File: config.mk
export PLATFORM = sky130hd
export DESIGN_NAME = pipeline_debug_unit_flat
export DESIGN_NICKNAME = d
export VERILOG_FILES = /design/src/rtl/pipeline_debug_unit_pkg.sv /design/src/rtl/pipeline_debug_unit_if.sv /design/src/rtl/debug_tx_serializer.sv /design/src/rtl/pipeline_debug_unit.sv /design/src/flat_wrapper.sv
export SDC_FILE = /design/constraint.sdc
export NUM_CORES = 1
export LEC_CHECK = 0
export BUFFER_PORTS_ARGS = -buffer_cell sky130_fd_sc_hd__buf_2
export CAP_MARGIN = 20
export CELL_PAD_IN_SITES_DETAIL_PLACEMENT = 0
export CELL_PAD_IN_SITES_GLOBAL_PLACEMENT = 1
export CORE_MARGIN = 2
export CORE_UTILIZATION = 30
export DETAILED_ROUTE_END_ITERATION = 8
export PLACE_DENSITY_LB_ADDON = 0.1
export REMOVE_ABC_BUFFERS = 1
export SETUP_SLACK_MARGIN = 0.3
export SLEW_MARGIN = 20
export SYNTH_ARGS = -nofsm -noshare
export SYNTH_HDL_FRONTEND = slang
export SYNTH_SLANG_ARGS = --single-unit
File: constraint.sdc
create_clock -name i_clk -period 2.87 [get_ports i_clk]
set_input_delay 0 -clock i_clk [delete_from_list [all_inputs] [get_ports i_clk]]
set_output_delay 0 -clock i_clk [all_outputs]
set_load 0.01 [all_outputs]
File: src/rtl/pipeline_debug_unit_pkg.sv
// -----------------------------------------------------------------------------
// pipeline_debug_unit_pkg
//   Shared constants and types for the UART debug sequencer of the 5-stage
//   MIPS pipeline: link/word widths, command bytes, load terminator, dump
//   length, FSM state encoding and the dump-index -> debug-address mapping.
//   No ports (package).
// -----------------------------------------------------------------------------
package pipeline_debug_unit_pkg;

   localparam int DATA_SZ = 8;    // UART byte width
   localparam int INST_SZ = 32;   // instruction / data word width
   localparam int REG_SZ  = 5;    // debug address width (regs and data memory)
   localparam int MEM_SZ  = 10;   // log2 of IF instruction-memory depth

   localparam logic [INST_SZ-1:0] HALT_INST = 32'hFFFF_FFFF;

   localparam logic [DATA_SZ-1:0] CMD_LOAD = 8'h4C;  // 'L'
   localparam logic [DATA_SZ-1:0] CMD_CONT = 8'h43;  // 'C'
   localparam logic [DATA_SZ-1:0] CMD_STEP = 8'h53;  // 'S'

   // PC + 32 registers + 32 data-memory words
   localparam int          DUMP_WORDS = 65;
   localparam logic [6:0]  DUMP_LAST  = 7'(DUMP_WORDS - 1);

   typedef enum logic [3:0] {
      ST_IDLE,
      ST_LOAD_RX,
      ST_LOAD_WR,
      ST_RUN,
      ST_STEP,
      ST_DUMP_ADDR,
      ST_DUMP_LATCH,
      ST_DUMP_TX,
      ST_DUMP_WAIT
   } state_t;

   // Index 0 is the PC (address unused, 0), 1..32 the register file,
   // 33..64 the data memory.
   function automatic logic [REG_SZ-1:0] dump_addr(input logic [6:0] idx);
      logic [6:0] offs;
      if (idx == 7'd0)
         offs = 7'd0;
      else if (idx <= 7'd32)
         offs = idx - 7'd1;
      else
         offs = idx - 7'd33;
      return offs[REG_SZ-1:0];
   endfunction

endpackage

File: src/rtl/pipeline_debug_unit_if.sv
// -----------------------------------------------------------------------------
// pipeline_debug_unit_if
//   Bundle of the debug unit's UART-side and pipeline-side signals.
//   master : the debug unit (drives o_*, reads i_*)
//   slave  : UART + pipeline environment (drives i_*, reads o_*)
//   i_rx_data/i_rx_done  received byte + strobe
//   i_tx_done            transmitter finished last byte
//   i_pc/i_reg/i_mem     pipeline debug read values, i_halt pipeline halted
//   o_tx_data/o_tx_start byte to send + start strobe
//   o_write/o_instruction IF memory write strobe + word
//   o_enable             pipeline execution enable
//   o_debug_addr         debug read address, o_busy unit not idle
// -----------------------------------------------------------------------------
interface pipeline_debug_unit_if
   import pipeline_debug_unit_pkg::*;
();

   logic [DATA_SZ-1:0] i_rx_data;
   logic               i_rx_done;
   logic               i_tx_done;
   logic [INST_SZ-1:0] i_pc;
   logic [INST_SZ-1:0] i_reg;
   logic [INST_SZ-1:0] i_mem;
   logic               i_halt;
   logic [DATA_SZ-1:0] o_tx_data;
   logic               o_tx_start;
   logic               o_write;
   logic [INST_SZ-1:0] o_instruction;
   logic               o_enable;
   logic [REG_SZ-1:0]  o_debug_addr;
   logic               o_busy;

   modport master (
      input  i_rx_data, i_rx_done, i_tx_done, i_pc, i_reg, i_mem, i_halt,
      output o_tx_data, o_tx_start, o_write, o_instruction, o_enable,
             o_debug_addr, o_busy
   );

   modport slave (
      output i_rx_data, i_rx_done, i_tx_done, i_pc, i_reg, i_mem, i_halt,
      input  o_tx_data, o_tx_start, o_write, o_instruction, o_enable,
             o_debug_addr, o_busy
   );

endinterface

File: src/rtl/debug_tx_serializer.sv
// -----------------------------------------------------------------------------
// debug_tx_serializer
//   Latches one dump word and presents it MSB byte first on tx_data.
//   clk, srst   clock, synchronous active-high reset
//   load, word  capture word into the shift buffer
//   send        request a transmit strobe for the current byte
//   shift       transmitter finished current byte: advance to next byte
//   tx_data     current byte (top of buffer), stable between shifts
//   tx_start    1-cycle transmit strobe
// -----------------------------------------------------------------------------
module debug_tx_serializer
   import pipeline_debug_unit_pkg::*;
(
   input  logic               clk,
   input  logic               srst,
   input  logic               load,
   input  logic [INST_SZ-1:0] word,
   input  logic               send,
   input  logic               shift,
   output logic [DATA_SZ-1:0] tx_data,
   output logic               tx_start
);

   logic [INST_SZ-1:0] buf_reg;

   always_ff @(posedge clk) begin
      if (srst)
         buf_reg <= '0;
      else if (load)
         buf_reg <= word;
      else if (shift)
         buf_reg <= {buf_reg[INST_SZ-DATA_SZ-1:0], {DATA_SZ{1'b0}}};
   end

   assign tx_data  = buf_reg[INST_SZ-1 -: DATA_SZ];
   assign tx_start = send;

endmodule

File: src/rtl/pipeline_debug_unit.sv
// -----------------------------------------------------------------------------
// pipeline_debug_unit
//   Sequencer between a UART byte link and the pipeline: loads programs into
//   IF memory ('L'), runs continuously ('C') or single-steps ('S'), then dumps
//   PC, 32 registers and 32 data words (260 bytes, MSB first) over UART.
//   i_clk    clock
//   i_reset  synchronous active-high reset (aborts any operation)
//   dbg      pipeline_debug_unit_if.master (UART + pipeline signals)
// -----------------------------------------------------------------------------
module pipeline_debug_unit
   import pipeline_debug_unit_pkg::*;
(
   input  logic                        i_clk,
   input  logic                        i_reset,
   pipeline_debug_unit_if.master       dbg
);

   localparam logic [MEM_SZ:0] LAST_WORD = (MEM_SZ+1)'((1 << MEM_SZ) - 1);

   state_t             state_reg, state_next;
   logic [1:0]         byte_cnt_reg;
   logic [MEM_SZ:0]    word_cnt_reg;
   logic [6:0]         idx_reg;
   logic [INST_SZ-1:0] instr_reg;
   logic [REG_SZ-1:0]  addr_reg;
   logic [INST_SZ-1:0] dump_word;
   logic               ser_shift;

   // ---------------- next-state logic ----------------
   always_comb begin
      state_next = state_reg;
      case (state_reg)
         ST_IDLE: begin
            if (dbg.i_rx_done) begin
               if (dbg.i_rx_data == CMD_LOAD)      state_next = ST_LOAD_RX;
               else if (dbg.i_rx_data == CMD_CONT) state_next = ST_RUN;
               else if (dbg.i_rx_data == CMD_STEP) state_next = ST_STEP;
            end
         end
         ST_LOAD_RX:
            if (dbg.i_rx_done && byte_cnt_reg == 2'd3) state_next = ST_LOAD_WR;
         ST_LOAD_WR:
            if (instr_reg == HALT_INST || word_cnt_reg == LAST_WORD)
               state_next = ST_IDLE;
            else
               state_next = ST_LOAD_RX;
         ST_RUN:
            if (dbg.i_halt) state_next = ST_DUMP_ADDR;
         ST_STEP:       state_next = ST_DUMP_ADDR;
         ST_DUMP_ADDR:  state_next = ST_DUMP_LATCH;
         ST_DUMP_LATCH: state_next = ST_DUMP_TX;
         ST_DUMP_TX:    state_next = ST_DUMP_WAIT;
         ST_DUMP_WAIT: begin
            if (dbg.i_tx_done) begin
               if (byte_cnt_reg != 2'd3)    state_next = ST_DUMP_TX;
               else if (idx_reg == DUMP_LAST) state_next = ST_IDLE;
               else                         state_next = ST_DUMP_ADDR;
            end
         end
         default: state_next = ST_IDLE;
      endcase
   end

   // ---------------- state and datapath registers ----------------
   always_ff @(posedge i_clk) begin
      if (i_reset) begin
         state_reg    <= ST_IDLE;
         byte_cnt_reg <= '0;
         word_cnt_reg <= '0;
         idx_reg      <= '0;
         instr_reg    <= '0;
         addr_reg     <= '0;
      end else begin
         state_reg <= state_next;
         case (state_reg)
            ST_IDLE: begin
               // each command starts its counters from zero
               if (dbg.i_rx_done) begin
                  byte_cnt_reg <= '0;
                  if (dbg.i_rx_data == CMD_LOAD) word_cnt_reg <= '0;
                  if (dbg.i_rx_data == CMD_CONT || dbg.i_rx_data == CMD_STEP)
                     idx_reg <= '0;
               end
            end
            ST_LOAD_RX: begin
               if (dbg.i_rx_done) begin
                  instr_reg    <= {instr_reg[INST_SZ-DATA_SZ-1:0], dbg.i_rx_data};
                  byte_cnt_reg <= byte_cnt_reg + 2'd1;
               end
            end
            ST_LOAD_WR:   word_cnt_reg <= word_cnt_reg + 1'b1;
            ST_DUMP_ADDR: addr_reg     <= dump_addr(idx_reg);
            ST_DUMP_WAIT: begin
               if (dbg.i_tx_done) begin
                  byte_cnt_reg <= byte_cnt_reg + 2'd1;
                  if (byte_cnt_reg == 2'd3 && idx_reg != DUMP_LAST)
                     idx_reg <= idx_reg + 7'd1;
               end
            end
            default: ;
         endcase
      end
   end

   // word selected by the dump index; the address has settled for a cycle
   // by the time DUMP_LATCH captures it
   always_comb begin
      dump_word = dbg.i_mem;
      if (idx_reg == 7'd0)       dump_word = dbg.i_pc;
      else if (idx_reg <= 7'd32) dump_word = dbg.i_reg;
   end

   assign ser_shift = (state_reg == ST_DUMP_WAIT) && dbg.i_tx_done;

   debug_tx_serializer u_ser (
      .clk      (i_clk),
      .srst     (i_reset),
      .load     (state_reg == ST_DUMP_LATCH),
      .word     (dump_word),
      .send     (state_reg == ST_DUMP_TX),
      .shift    (ser_shift),
      .tx_data  (dbg.o_tx_data),
      .tx_start (dbg.o_tx_start)
   );

   // enable is gated combinationally so it drops in the very cycle halt rises
   assign dbg.o_enable      = (state_reg == ST_RUN || state_reg == ST_STEP) && !dbg.i_halt;
   assign dbg.o_write       = (state_reg == ST_LOAD_WR);
   assign dbg.o_instruction = instr_reg;
   assign dbg.o_debug_addr  = addr_reg;
   assign dbg.o_busy        = (state_reg != ST_IDLE);

endmodule
File: src/flat_wrapper.sv
// flat-port wrapper written by rule: the top's interface ports become plain ports
module pipeline_debug_unit_flat import pipeline_debug_unit_pkg::*;
  (i_clk, i_reset, dbg_i_rx_data, dbg_i_rx_done, dbg_i_tx_done, dbg_i_pc, dbg_i_reg, dbg_i_mem, dbg_i_halt, dbg_o_tx_data, dbg_o_tx_start, dbg_o_write, dbg_o_instruction, dbg_o_enable, dbg_o_debug_addr, dbg_o_busy);
  pipeline_debug_unit_if dbg_i ();
  input  logic i_clk;
  input  logic i_reset;
  input wire logic [$bits(dbg_i.i_rx_data)-1:0] dbg_i_rx_data;
  input wire logic [$bits(dbg_i.i_rx_done)-1:0] dbg_i_rx_done;
  input wire logic [$bits(dbg_i.i_tx_done)-1:0] dbg_i_tx_done;
  input wire logic [$bits(dbg_i.i_pc)-1:0] dbg_i_pc;
  input wire logic [$bits(dbg_i.i_reg)-1:0] dbg_i_reg;
  input wire logic [$bits(dbg_i.i_mem)-1:0] dbg_i_mem;
  input wire logic [$bits(dbg_i.i_halt)-1:0] dbg_i_halt;
  output wire logic [$bits(dbg_i.o_tx_data)-1:0] dbg_o_tx_data;
  output wire logic [$bits(dbg_i.o_tx_start)-1:0] dbg_o_tx_start;
  output wire logic [$bits(dbg_i.o_write)-1:0] dbg_o_write;
  output wire logic [$bits(dbg_i.o_instruction)-1:0] dbg_o_instruction;
  output wire logic [$bits(dbg_i.o_enable)-1:0] dbg_o_enable;
  output wire logic [$bits(dbg_i.o_debug_addr)-1:0] dbg_o_debug_addr;
  output wire logic [$bits(dbg_i.o_busy)-1:0] dbg_o_busy;
  assign dbg_i.i_rx_data = dbg_i_rx_data;
  assign dbg_i.i_rx_done = dbg_i_rx_done;
  assign dbg_i.i_tx_done = dbg_i_tx_done;
  assign dbg_i.i_pc = dbg_i_pc;
  assign dbg_i.i_reg = dbg_i_reg;
  assign dbg_i.i_mem = dbg_i_mem;
  assign dbg_i.i_halt = dbg_i_halt;
  assign dbg_o_tx_data = dbg_i.o_tx_data;
  assign dbg_o_tx_start = dbg_i.o_tx_start;
  assign dbg_o_write = dbg_i.o_write;
  assign dbg_o_instruction = dbg_i.o_instruction;
  assign dbg_o_enable = dbg_i.o_enable;
  assign dbg_o_debug_addr = dbg_i.o_debug_addr;
  assign dbg_o_busy = dbg_i.o_busy;
  pipeline_debug_unit u_core (.i_clk(i_clk), .i_reset(i_reset), .dbg(dbg_i));
endmodule
==> impl_metrics.json, run 1 <==
{
  "status": "completed",
  "holdPathEnd": "u_core.state_reg[1]$_SDFFE_PP0P_",
  "cts_made_buffers": 9,
  "dr.pass1.iters": 4,
  "end_kind": "flip-flop",
  "drt_first_iter_violations": 273,
  "tightest_slew_ns": 0.940,
  "drive_above_1_share_pct": 24.8,
  "synth_top_family_by_area": "simple AND/OR/NAND/NOR gates",
  "synth_cell_types": 50,
  "dpl.hpwl_um": 10400,
  "worstSetupStartpointType": "flip-flop",
  "setup_viol": 0,
  "wl_per_cell_um": 14.7,
  "syn_area_per_cell_sq_um": 7.88,
  "rsz0062_at_grt": "false",
  "die_y_um": 132,
  "grt_util_all_layers_pct": 17.1,
  "cts.sinks": 93,
  "cts_tree": "built",
  "worstReg2RegEnd": "u_core.u_ser.buf_reg[31]$_SDFFE_PP0P_",
  "area_growth_pct": 36.8,
  "ys_seq_area_share_pct": 38.2,
  "fin_tns_setup_ns": 0,
  "worstPathRequired_ns": 3.07,
  "synth_edf_count": 0,
  "worst_ep_arrival_time_ns": 2.61,
  "crit-reg2reg-launch": "u_core.state_reg[3]$_SDFFE_PP0P_",
  "report.final.slew_viol_count": 0,
  "finClkSkew_ns": 0.0125,
  "crit_type": "flip-flop to flip-flop",
  "max_freq_mhz": 414,
  "synth_top_area_share_pct": 38.2,
  "max_slew_margin_pct": 37.1,
  "rrSetupSlack_ns": 0.46,
  "clkTransAtPathRegs_ns": 0.07,
  "placed_cell_area_sq_um": 5810,
  "antenna_found_initial": 0,
  "rows": 46,
  "hold_depth": 4,
  "clockBufferDepth": 2,
  "dieArea_sq_um": 17300,
  "leakage_nw": 2.80,
  "finalHoldViolCount": 0,
  "syn_area_sq_um": 4880,
  "fin_cells": 1022,
  "clkLatencyLatePin_ns": 0.36,
  "pin_count": 158,
  "viasPerCell": 4.94,
  "p_per_area_nw_per_um2": 407,
  "start_util_pct": 30.7,
  "dr_total_vias": 5046,
  "period_minus_slack_ns": 2.41,
  "crit_fanout": 24,
  "wl_um": 15000,
  "async_flop_share_pct": 0,
  "htreeDepth": 3,
  "synth_warnings": 0,
  "cts-root-buf": "clkbuf_16",
  "yosys.area_share.simple_pct": 25.2,
  "place.gp.congestion": 0.747,
  "synth-xor-area-share_pct": 2.87,
  "die_w_um": 132,
  "synth.area.mux_share_pct": 2.26,
  "ys_ff_latch": 93,
  "synth.area.top_cells": "dfxtp_1 38%, a21oi_1 8.3%, nand2_1 6.2%",
  "antenna_left": 0,
  "ff2ff_path_depth": 4,
  "ys.flop_type": "dfxtp_1",
  "finalNetCount": 915,
  "yosys.area.top_type": "dfxtp_1",
  "maxCapViolations": 0,
  "netlist_instances": 619,
  "first_global_vias": 4963,
  "grt_pass1_wl_um": 24400,
  "design_area_sq_um": 6670,
  "grt_max_degree": 57,
  "io_buffers": 157,
  "coreArea_sq_um": 15900,
  "gr-total-overflow": 0,
  "worstHoldStart": "dbg_i_halt",
  "worstHoldPathType": "primary input to flip-flop",
  "power_w": 0.00272,
  "irDropWorstVdd_mv": 0.372,
  "placedCellCount": 951,
  "n_antenna_cell": 0,
  "whs_ns": 0.0360,
  "period_share_pct": 84.1,
  "synth-compound-area-share_pct": 23.8,
  "synth_fa_ha_area_share_pct": 1.28,
  "drc_errors": 0
}
area by class of cell:
| type | count | area, sq um |
|---|---|---|
| clock buffer | 9 | 225 |
| clock inverter | 7 | 78.8 |
| fill | 1660 | 9210 |
| inverter | 8 | 30.0 |
| multi-input combinational | 460 | 2730 |
| sequential | 93 | 1860 |
| tap | 216 | 270 |
| timing repair buffer | 229 | 1480 |
power breakdown:
part           internal [W]  leakage (nW)  switching, W
clock network      0.000688         0.151      0.000553
registers           0.00129         0.749   0.000000259
logic              0.000117          1.90     0.0000711
total               0.00209          2.80      0.000625
how the worst max path moves through the flow:
stage / start / end / slack, ns / depth (start not counted)
after floorplan: u_core.idx_reg[0]$_SDFFE_PP0P_ / u_core.u_ser.buf_reg[0]$_SDFFE_PP0P_ / -1.17 / 7
after CTS: u_core.state_reg[3]$_SDFFE_PP0P_ / u_core.u_ser.buf_reg[19]$_SDFFE_PP0P_ / 0.46 / 4
after detailed placement: u_core.state_reg[3]$_SDFFE_PP0P_ / u_core.u_ser.buf_reg[19]$_SDFFE_PP0P_ / 0.49 / 4
after global routing: u_core.state_reg[3]$_SDFFE_PP0P_ / u_core.u_ser.buf_reg[23]$_SDFFE_PP0P_ / 0.33 / 4
after global placement: u_core.state_reg[2]$_SDFFE_PP0P_ / u_core.word_cnt_reg[7]$_SDFFE_PP0P_ / 0.56 / 5
final: u_core.state_reg[3]$_SDFFE_PP0P_ / u_core.u_ser.buf_reg[31]$_SDFFE_PP0P_ / 0.46 / 4
cells in the mapped netlist (4+ instances only):
cell / number
o22ai_1: 24
o21ai_0: 39
a21oi_1: 81
buf_2: 6
and3_1: 25
nor3_1: 12
buf_4: 13
ha_1: 5
nand3_1: 6
dfxtp_1: 93
clkbuf_1: 37
nor4_1: 8
or3_1: 6
xnor2_1: 14
nand4bb_1: 4
nor2b_1: 25
a21o_1: 9
nor4b_1: 4
a211oi_1: 30
nand4_1: 11
nor2_1: 28
mux2i_1: 11
inv_1: 8
nand2_1: 80
cell families after synthesis:
group | Yosys count
AOI/OAI and AO/OA | 197
muxes | 11
buffers and inverters | 66
DFF | 93
and+or+nand+nor | 231
xor gates and xnor gates | 16
adders and majority gates | 5
per-stage QoR:
step | utilization (%) | setup WS (ns)
floorplan | - | -1.17
global placement | 36.6 | 0.557
detailed placement | 36.6 | 0.489
CTS | 42.0 | 0.461
global route | 42.0 | 0.325
finish | 42.0 | 0.455
worst max-delay path, cell delays in order (launching register included):
cell,delay [ns]
dfxtp_1,0.59
or4b_2,0.70
o21a_1,0.54
a21oi_1,0.31
o22ai_1,0.11
layer usage:
layer  vias to the layer above  part of all wire [%]  GRT usage [%]  wire length, um
met5                         -                     0              0                0
met4                         0                   1.1           4.59              172
met3                        15                   4.7           4.78              711
met2                       111                    48           28.4             7180
met1                      2344                    46           21.9             6910
li1                       2576                     -              -                -
layout by cell type, fill, tap and decap left out, types with 5 or more instances in the layout:
master / count
nor2b_1: 25
or3_1: 6
a211oi_1: 30
xnor2_1: 14
buf_2: 157
nand3_1: 6
nor4_1: 7
nor3_1: 11
clkbuf_16: 9
a21oi_1: 80
o22ai_1: 24
nand4_1: 11
nor2_1: 27
ha_1: 5
dfxtp_1: 93
mux2i_1: 11
dlygate4sd3_1: 55
nand2_1: 80
inv_1: 8
buf_4: 16
o21ai_0: 39
and3_1: 25
a21o_1: 9
repair_timing:
item | in CTS | in global routing
gates resized for setup | 0 | 1
hold buffers | 55 | 0
hold endpoints to repair | 32 | 0
endpoints found under the setup margin | 0 | 2
buffers inserted | 0 | 0
No activity file was read; power rests on OpenSTA's default activity.
==> inputs of run 2 (changes only) <==
==> constraint.sdc (replaced) <==
create_clock -name i_clk -period 2.3 [get_ports i_clk]
set_input_delay 0 -clock i_clk [delete_from_list [all_inputs] [get_ports i_clk]]
set_output_delay 0 -clock i_clk [all_outputs]
set_load 0.01 [all_outputs]
==> run 2 against run 1 <==
Against the previous run:
- global-route usage grew 1.7 points
- clock skew is essentially flat
- wire length grew 9.0%
- highest routed layer unchanged
- worst setup slack lost 0.26 ns
- critical path type unchanged
- first-iteration DRC count grew 23%
==> impl_metrics.json, run 2 (synthesis results as in run 1) <==
{
  "status": "completed",
  "period_share_pct": 91.7,
  "grt_pass1_wl_um": 26700,
  "viasPerCell": 4.91,
  "htreeDepth": 3,
  "period_minus_slack_ns": 2.11,
  "clkLatencyLatePin_ns": 0.35,
  "crit_fanout": 5,
  "setup_viol": 0,
  "max_freq_mhz": 474,
  "pwr-share-clk_pct": 45.6,
  "final_cell_mix": "157 x buf_2, 91 x dfxtp_1, 80 x nand2_1, 79 x a21oi_1, 51 x dlygate4sd3_1",
  "wl_um": 16300,
  "worstPathBufferInverterCount": 4,
  "wl_per_cell_um": 15.4,
  "report.final.slew_viol_count": 0,
  "tightest_slew_ns": 0.567,
  "intPower_w": 0.00264,
  "coreArea_sq_um": 15900,
  "maxCapViolations": 0,
  "crit-reg2reg-launch": "u_core.idx_reg[0]$_SDFFE_PP0P_",
  "path_cells": "inv_2 > ha_4 > or4b_4 > a21oi_4 > buf_4 > buf_6 > buf_16 > mux2i_1 > a21oi_1 > a21o_1",
  "fillers": 1626,
  "p_sw_w": 0.000775,
  "rows": 46,
  "die_y_um": 132,
  "cts_tree": "built",
  "io_buffers": 157,
  "grt_max_degree": 48,
  "area_growth_pct": 52.0,
  "whs_ns": 0.00453,
  "irDropWorstVdd_mv": 0.393,
  "worstSetupStartpointType": "flip-flop",
  "p_per_area_nw_per_um2": 460,
  "worstHoldPathType": "primary input to flip-flop",
  "placed_cell_area_sq_um": 5960,
  "fin_tns_setup_ns": 0,
  "dr_total_vias": 5227,
  "max_slew_margin_pct": 62.2,
  "worst_ep_arrival_time_ns": 2.35,
  "cp_slowest_cell": "or4b_4",
  "clkTransAtPathRegs_ns": 0.07,
  "ff2ff_path_depth": 10,
  "switching_share_pct": 22.7,
  "crit_type": "flip-flop to flip-flop",
  "crit_family": "simple AND/OR/NAND/NOR gates",
  "antenna_left": 0,
  "pin_count": 158,
  "finalHoldViolCount": 0,
  "antenna_found_initial": 0,
  "finalNetCount": 957,
  "worstPathRequired_ns": 2.54,
  "drive_above_1_share_pct": 33.4,
  "seqPwrFrac_pct": 47.1,
  "rsz0062_at_grt": "true",
  "die_w_um": 132,
  "place.gp.congestion": 0.776,
  "fin_util_pct": 46.7,
  "cp-endpoint": "u_core.u_ser.buf_reg[6]$_SDFFE_PP0P_",
  "dpl.hpwl_um": 10800,
  "drt_first_iter_violations": 337,
  "cts-root-buf": "clkbuf_16",
  "first_global_vias": 5290,
  "gr-total-overflow": 0,
  "power_w": 0.00341,
  "grt_util_all_layers_pct": 18.9,
  "design_area_sq_um": 7420,
  "cts.sinks": 93,
  "finClkSkew_ns": 0.0122,
  "dr.pass1.iters": 4,
  "slowest_delay_ns": 0.52,
  "worstReg2RegEnd": "u_core.u_ser.buf_reg[6]$_SDFFE_PP0P_",
  "cp.depth": 10,
  "end_kind": "flip-flop",
  "rrSetupSlack_ns": 0.19,
  "drc_errors": 0,
  "dieArea_sq_um": 17300,
  "crit_start": "u_core.idx_reg[0]$_SDFFE_PP0P_",
  "n_antenna_cell": 0,
  "final_common_cell": "buf_2",
  "leakage_nw": 3.13,
  "cts_made_buffers": 9,
  "start_util_pct": 30.7,
  "clockBufferDepth": 2,
  "power_frac_comb_pct": 7.3
}
## run 2: changes by cell type in the layout (fill, tap and decap cells not counted), moves of 3 or more
cell	previous run	this run
buf_6	0	12
a211oi_2	0	18
nor2b_4	0	4
nor2b_1	25	20
inv_6	4	1
dlygate4sd3_1	55	51
buf_16	0	6
o21ai_0	39	25
buf_12	1	6
a211oi_1	30	10
o21ai_1	0	13
buf_4	16	39
## run 2: worst min path at each step
stage | from | end | slack (ns) | cells past startpoint
detailed placement | dbg_i_rx_data[5] | u_core.dbg.o_instruction[5]$_SDFFE_PP0P_ | 0.27 | 3
CTS | dbg_i_pc[30] | u_core.u_ser.buf_reg[30]$_SDFFE_PP0P_ | 0.001 | 3
global placement | dbg_i_rx_data[5] | u_core.dbg.o_instruction[5]$_SDFFE_PP0P_ | 0.27 | 3
floorplan | dbg_i_halt | dbg_o_enable | 0.05 | 1
global route | dbg_i_pc[3] | u_core.u_ser.buf_reg[3]$_SDFFE_PP0P_ | 0.02 | 4
finish | dbg_i_pc[2] | u_core.u_ser.buf_reg[2]$_SDFFE_PP0P_ | 0.005 | 4
## run 2: worst register-to-register path: cells and delay by family (launching register included)
kind                       cells  cell delay, ns
DFF                            1            0.33
and+or+nand+nor                1            0.52
adders and majority gates      1            0.12
muxes                          1            0.19
AOI/OAI and AO/OA              3            0.42
buffers and inverters          4            0.42
## run 2: power groups by stage
stage	clock, W	combinational (W)	sequential (W)
after CTS	0.00161	0.000240	0.00161
after detailed placement	0	0.000171	0.00165
after global routing	0.00169	0.000269	0.00161
final	0.00156	0.000249	0.00161
after floorplan	0	0.0000337	0.00165
after global placement	0	0.000172	0.00165
## run 2: timing repair
| action | in CTS | in global routing |
|---|---|---|
| pin swaps | 49 | 19 |
| hold buffers | 49 | 2 |
| gates resized for setup | 39 | 40 |
| gates cloned | 6 | 0 |
| hold endpoints to repair | 32 | 2 |
| endpoints found under the setup margin | 36 | 69 |
| setup buffers | 18 | 4 |
## run 2: stage by stage
stage          instances  setup WS, ns
4_1_cts             1058         0.224
3_3_place_gp         969         0.172
2_1_floorplan        561         -1.74
3_5_place_dp         969         0.140
6_report            1064         0.191
5_1_grt             1064         0.103
## run 2: layer usage
layer  part of all wire [%]  routed length [um]  GRT usage [%]
met1                     47                7700           24.2
met2                     48                7850           32.1
met3                    4.2                 687           4.78
met4                   0.59                  97           3.86
met5                      0                   0              0
## run 2: layout make-up
| cell class | count | area, sq um | area share (%) |
|---|---|---|---|
| tap | 216 | 270 | 3.64 |
| clock buffer | 10 | 239 | 3.22 |
| timing repair buffer | 271 | 2010 | 27.1 |
| sequential | 93 | 1860 | 25.1 |
| inverter | 8 | 30.0 | 0.405 |
| clock inverter | 6 | 70.1 | 0.945 |
| multi-input combinational | 460 | 2930 | 39.5 |
